## config.mk

```make
export PLATFORM = sky130hd
export DESIGN_NAME = stopwatch_cpu_oci_dct_ctrl
export DESIGN_NICKNAME = d
export VERILOG_FILES = /design/src/rtl/stopwatch_cpu_oci_dct_ctrl.sv
export SDC_FILE = /design/constraint.sdc
export NUM_CORES = 1
export LEC_CHECK = 0
export CAP_MARGIN = 10
export CORE_AREA = 10 10 101 103
export DETAILED_ROUTE_END_ITERATION = 6
export DIE_AREA = 0 0 111 113
export HOLD_SLACK_MARGIN = 0.15
export PLACE_DENSITY = 0.72
export SYNTH_ARGS = -nofsm -noshare
export SYNTH_HDL_FRONTEND = slang
export SYNTH_SLANG_ARGS = --single-unit
```

## constraint.sdc

```tcl
create_clock -name clk -period 2.6 [get_ports clk]
set_input_delay 0.52 -clock clk [delete_from_list [all_inputs] [get_ports clk]]
set_output_delay 0.52 -clock clk [all_outputs]
set_load 0.005 [all_outputs]
```

## src/rtl/stopwatch_cpu_oci_dct_ctrl.sv

```systemverilog
// Trace fragment packer: 15 x 2-bit fragments into a 30-bit word with flush/idle-flush.
// Optional DCT_TIMESTAMP_EN adds a free-running cycle stamp captured per word.
module stopwatch_cpu_oci_dct_ctrl #(
   parameter int unsigned IDLE_FLUSH = 255
) (
   input  logic        clk,
   input  logic        reset,
   input  logic        trc_on,
   input  logic        frag_valid,
   input  logic [1:0]  frag,
   input  logic        flush,
   input  logic        ovf_clr,
   output logic [29:0] dct_buffer,
   output logic [3:0]  dct_count,
   output logic        word_valid,
   input  logic        word_ready,
   output logic [29:0] word_data,
   output logic [3:0]  word_cnt,
   output logic        overflow,
   output logic [15:0] word_ts
);

   typedef enum logic [1:0] {S_IDLE, S_FILL, S_FULL} state_t;

   localparam logic [10:0] IDLE_LIM = 11'(IDLE_FLUSH);

   state_t      state;
   logic        flush_pend;
   logic [9:0]  idle_cnt;

   logic        full;
   logic        empty;
   logic        xfer;
   logic        accept;
   logic        drop;
   logic        idle_hit;
   logic [10:0] idle_inc;
   logic [29:0] buf_n;
   logic [3:0]  cnt_n;
   logic        pend_n;
   logic [9:0]  idle_n;
   logic        ovf_n;

   always_comb begin
      state = S_FILL;
      if (dct_count == 4'd0) state = S_IDLE;
      else if (dct_count == 4'd15) state = S_FULL;
   end

   always_comb begin
      full     = (state == S_FULL);
      empty    = (state == S_IDLE);
      xfer     = (!word_valid || word_ready) && (full || (flush_pend && !empty));
      // A fragment arriving while FULL still lands if the buffer drains this cycle
      accept   = trc_on && frag_valid && (!full || xfer);
      drop     = trc_on && frag_valid && full && !xfer;
      idle_inc = {1'b0, idle_cnt} + 11'd1;
      idle_hit = (IDLE_LIM != 11'd0) && !empty && !accept && !xfer
                 && (idle_inc == IDLE_LIM);

      buf_n = dct_buffer;
      cnt_n = dct_count;
      if (xfer) begin
         buf_n = accept ? {28'b0, frag} : 30'b0;
         cnt_n = accept ? 4'd1 : 4'd0;
      end else if (accept) begin
         buf_n = {dct_buffer[27:0], frag};
         cnt_n = dct_count + 4'd1;
      end

      pend_n = flush_pend;
      if (xfer || empty) pend_n = 1'b0;
      if (flush || idle_hit) pend_n = 1'b1;

      idle_n = idle_cnt + 10'd1;
      if (empty || accept || xfer || idle_hit || IDLE_LIM == 11'd0)
         idle_n = 10'd0;

      ovf_n = overflow;
      if (ovf_clr) ovf_n = 1'b0;
      if (drop) ovf_n = 1'b1;
   end

   always_ff @(posedge clk) begin
      if (reset) begin
         dct_buffer <= '0;
         dct_count  <= '0;
         flush_pend <= 1'b0;
         idle_cnt   <= '0;
         overflow   <= 1'b0;
         word_valid <= 1'b0;
         word_data  <= '0;
         word_cnt   <= '0;
      end else begin
         dct_buffer <= buf_n;
         dct_count  <= cnt_n;
         flush_pend <= pend_n;
         idle_cnt   <= idle_n;
         overflow   <= ovf_n;
         if (xfer) begin
            word_valid <= 1'b1;
            word_data  <= dct_buffer;
            word_cnt   <= dct_count;
         end else if (word_ready) begin
            word_valid <= 1'b0;
         end
      end
   end

`ifdef DCT_TIMESTAMP_EN
   logic [15:0] ts_cnt;

   always_ff @(posedge clk) begin
      if (reset) begin
         ts_cnt  <= '0;
         word_ts <= '0;
      end else begin
         ts_cnt <= ts_cnt + 16'd1;
         if (xfer) word_ts <= ts_cnt;
      end
   end
`else
   assign word_ts = 16'd0;
`endif

endmodule

```

==> metrics.md <==
| Metric | Value |
|---|---|
| Synth Area in Compound Gates | `about 14%` |
| Max Freq | `roughly 470 MHz` |
| Largest family of logic cells by synthesized area | `simple AND/OR/NAND/NOR gates` |
| RePlAce Congestion | `0.788` |
| Peak supply drop | `0.235 mV` |
| Sequential fraction of the synthesis area | `between 50% and 60%` |
| Tcrit/Tclk final | `between 80 and 90%` |
| WL met2 | `~4000 um` |
| Crit path time final | `2.12 ns` |
| Area of the multi-input gates | `between 1000 and 1500 um^2` |
| Met3 WL | `722 um` |
| DRC | `0` |
| Area grow syn2layout | `34.1%` |
| Initial Util | `39.3%` |
| Ports | `95` |
| Hold Vio Cnt, Final | `0` |
| Comb power frac | `about 5.2%` |
| Sw Share | `between 20% and 30%` |
| Clock buffer depth | `2` |
| 1st-iter DRT viols | `105` |
| Max-cap viol count | `0` |
| Worst EP arrival | `~2.4 ns` |
| Asr flop ratio synth | `0%` |
| Most frequent cell after synthesis | `nand2_1` |
| Avg Inst Size Synth | `8.11 um^2` |
| Setup TNS | `0 ns` |
| Pint | `between 0.0015 and 0.002 W` |
| Netlist cell types | `36` |
| Number of fill cells | `around 770` |
| GRT Overall Usage | `a little over an eighth` |
| N_diodes | `0` |
| Dpl cell area | `slightly above 4000 um^2` |
| Final instance area | `approximately 4300 um^2` |
| Startpoint types | `flop` |
| Min-Delay Path Class | `flop to flop` |
| Leakage | `between 1 and 1.5 nW` |
| Ys flop type | `dfxtp_1` |
| Power Density | `560 nW/um^2` |
| Status | `completed` |
| Vias | `roughly 2.8k` |
| Initial antenna violation count | `0` |
| Yosys synthesis warning count | `0` |
| Die width | `roughly 110 um` |
| DIE AREA | `approximately 13000 um^2` |
| Synthesized cell area | `roughly 3200 um^2` |
| Post-Synth XOR/XNOR Area | `2.74%` |
| Routed Antenna Nets | `0` |
| Clock buffer count from CTS | `9` |
| Number of synthesized flops with an enable pin | `0` |
| Drt pass-1 iters | `4` |
| Wire length on met1 | `roughly 3500 um` |
| Seq pwr share | `52.3%` |
| Nature of the critical path endpoint | `flop` |
| Synth area leader | `dfxtp_1` |
| Die H | `roughly 110 um` |
| Highest metal used | `met4` |
| Reg area | `between 1500 and 2000 um^2` |
| Setup bufs post-CTS | `0` |
| Wire per inst | `approximately 15 um` |
| Post-synth top cells | `nand2_1, dfxtp_1, a21oi_1, clkbuf_1, buf_4` |
| Share of cells above drive strength 1 | `approximately 7.4%` |
| Layout Nets | `484` |
| H-tree depth | `3` |
| NetSw | `0.000560 W` |
| Post-synthesis simple-gate area fraction | `around 23%` |
| Total clock sinks | `81` |
| Worst Clk Skew | `between 0.01 and 0.015 ns` |
| GRT overflow | `0` |
| Synth Area in Adders | `under 10%` |
| Synthesized flop and latch total | `81` |
| CTS tree | `yes` |
| Mux contribution to synthesized area | `0%` |
| Vias in the first global route | `between 2k and 3k` |
| Clk_lat worst skew | `~0.35 ns` |
| Root buffer cell | `clkbuf_8` |
| Post-synth top area share | `between 50 and 60%` |
| Rows | `33` |
| IO Port Bufs | `78` |
| Final Setup Violations | `0` |
| RSZ-0062 raised after global routing | `false` |
| Top cells by area, synth | `dfxtp_1, nand2_1, a21oi_1` |
| Post-DP HPWL | `between 6000 and 7000 um` |
| Slew Limit Fails | `0` |
| Crit path max fanout | `8` |
| CTS hold repair buffers | `0` |
| Clock power share | `around 43%` |
| Post-CTS Resized | `0` |
| Core area | `8130 um^2` |
| Post-Route WL | `between 8000 and 9000 um` |
| Crit Path Class | `flop to flop` |
| First-pass GRT wire length | `around 14000 um` |
| Largest net degree at the start of global routing | `slightly above 40` |
| Syn Inst Count | `about 390` |
| Critical Path RT | `approximately 2.8 ns` |
| Vias/cell | `roughly 4.8` |
| Worst-path clk slew | `around 0.08 ns` |
area by class of cell:
type / count / share of cell area, %
Clock inverter: 6 / 2.10
Inverter: 7 / 0.613
Multi-Input combinational cell: 282 / 33.1
Sequential cell: 81 / 37.9
Timing Repair Buffer: 90 / 20.3
Tap cell: 105 / 3.07
Clock buffer: 10 / 2.98
routing by layer:
metal  GRT usage, %  up-vias
li1               -     1411
met1           14.4     1283
met2           21.9       84
met3           5.23       14
met4           8.07        0
met5              0        -
power by group through the flow:
stage | sequential (W) | combinational [W] | clock (W)
global route | 0.00126 | 0.000138 | 0.00110
global placement | 0.00128 | 0.000122 | 0
floorplan | 0.00128 | 0.0000880 | 0
CTS | 0.00126 | 0.000124 | 0.00104
finish | 0.00126 | 0.000124 | 0.00102
detailed placement | 0.00128 | 0.000124 | 0
critical path, cell delays in order (launching register included):
cell     delay (ns)
dfxtp_1        0.42
ha_1           0.23
nand3_2        0.16
o32a_1         0.39
o32a_1         0.22
nor4_4         0.37
and3b_1        0.23
cell families (layout without fill, tap and decap cells):
family / count (synthesis) / in the layout
AO/OA/AOI/OAI: 81 / 81
buffers and inverters: 46 / 113
adder cells (fa/ha/maj): 4 / 4
AND/OR/NAND/NOR: 171 / 171
XOR/XNOR: 10 / 10
flip-flops: 81 / 81
other: 1 / 16
path summary, 6_finish.rpt:
| path | startpoint | to | slack [ns] | cells after the start |
|---|---|---|---|---|
| min reg2reg | word_data[23] | word_data[23] | 0.46 | 2 |
| max | idle_cnt[0] | idle_cnt[3] | 0.48 | 6 |
| min | word_data[23] | word_data[23] | 0.46 | 2 |
| max reg2reg | idle_cnt[0] | idle_cnt[3] | 0.48 | 6 |
layout by cell type, fill, tap and decap left out, types with 4 or more instances in the layout:
master	netlist	final
ha_1	4	4
nor2_1	10	9
conb_1	1	16
nand2_1	133	133
clkbuf_8	0	9
nor3b_1	6	6
xnor2_1	6	6
clkdlybuf4s50_1	0	78
nor3_1	4	4
inv_1	7	7
buf_4	16	12
a21oi_1	66	66
xor2_1	4	4
dfxtp_1	81	81
metrics by stage:
stage	total power [W]	setup slack [ns]	utilization (%)	hold slack [ns]	instances
detailed placement	0.00141	0.357	50.0	0.446	565
global placement	0.00141	0.427	50.0	0.442	565
CTS	0.00242	0.469	52.7	0.459	581
finish	0.00240	0.483	52.7	0.457	581
floorplan	0.00137	0.739	-	0.453	409
global route	0.00249	0.322	52.7	0.474	581
state kept, by name (all words and copies together) (netlist names):
signal,count
dct_buffer,30
word_data,30
idle_cnt,10
dct_count,4
word_cnt,4
flush_pend,1
overflow,1
word_valid,1
(Power assumes the default switching activity.)
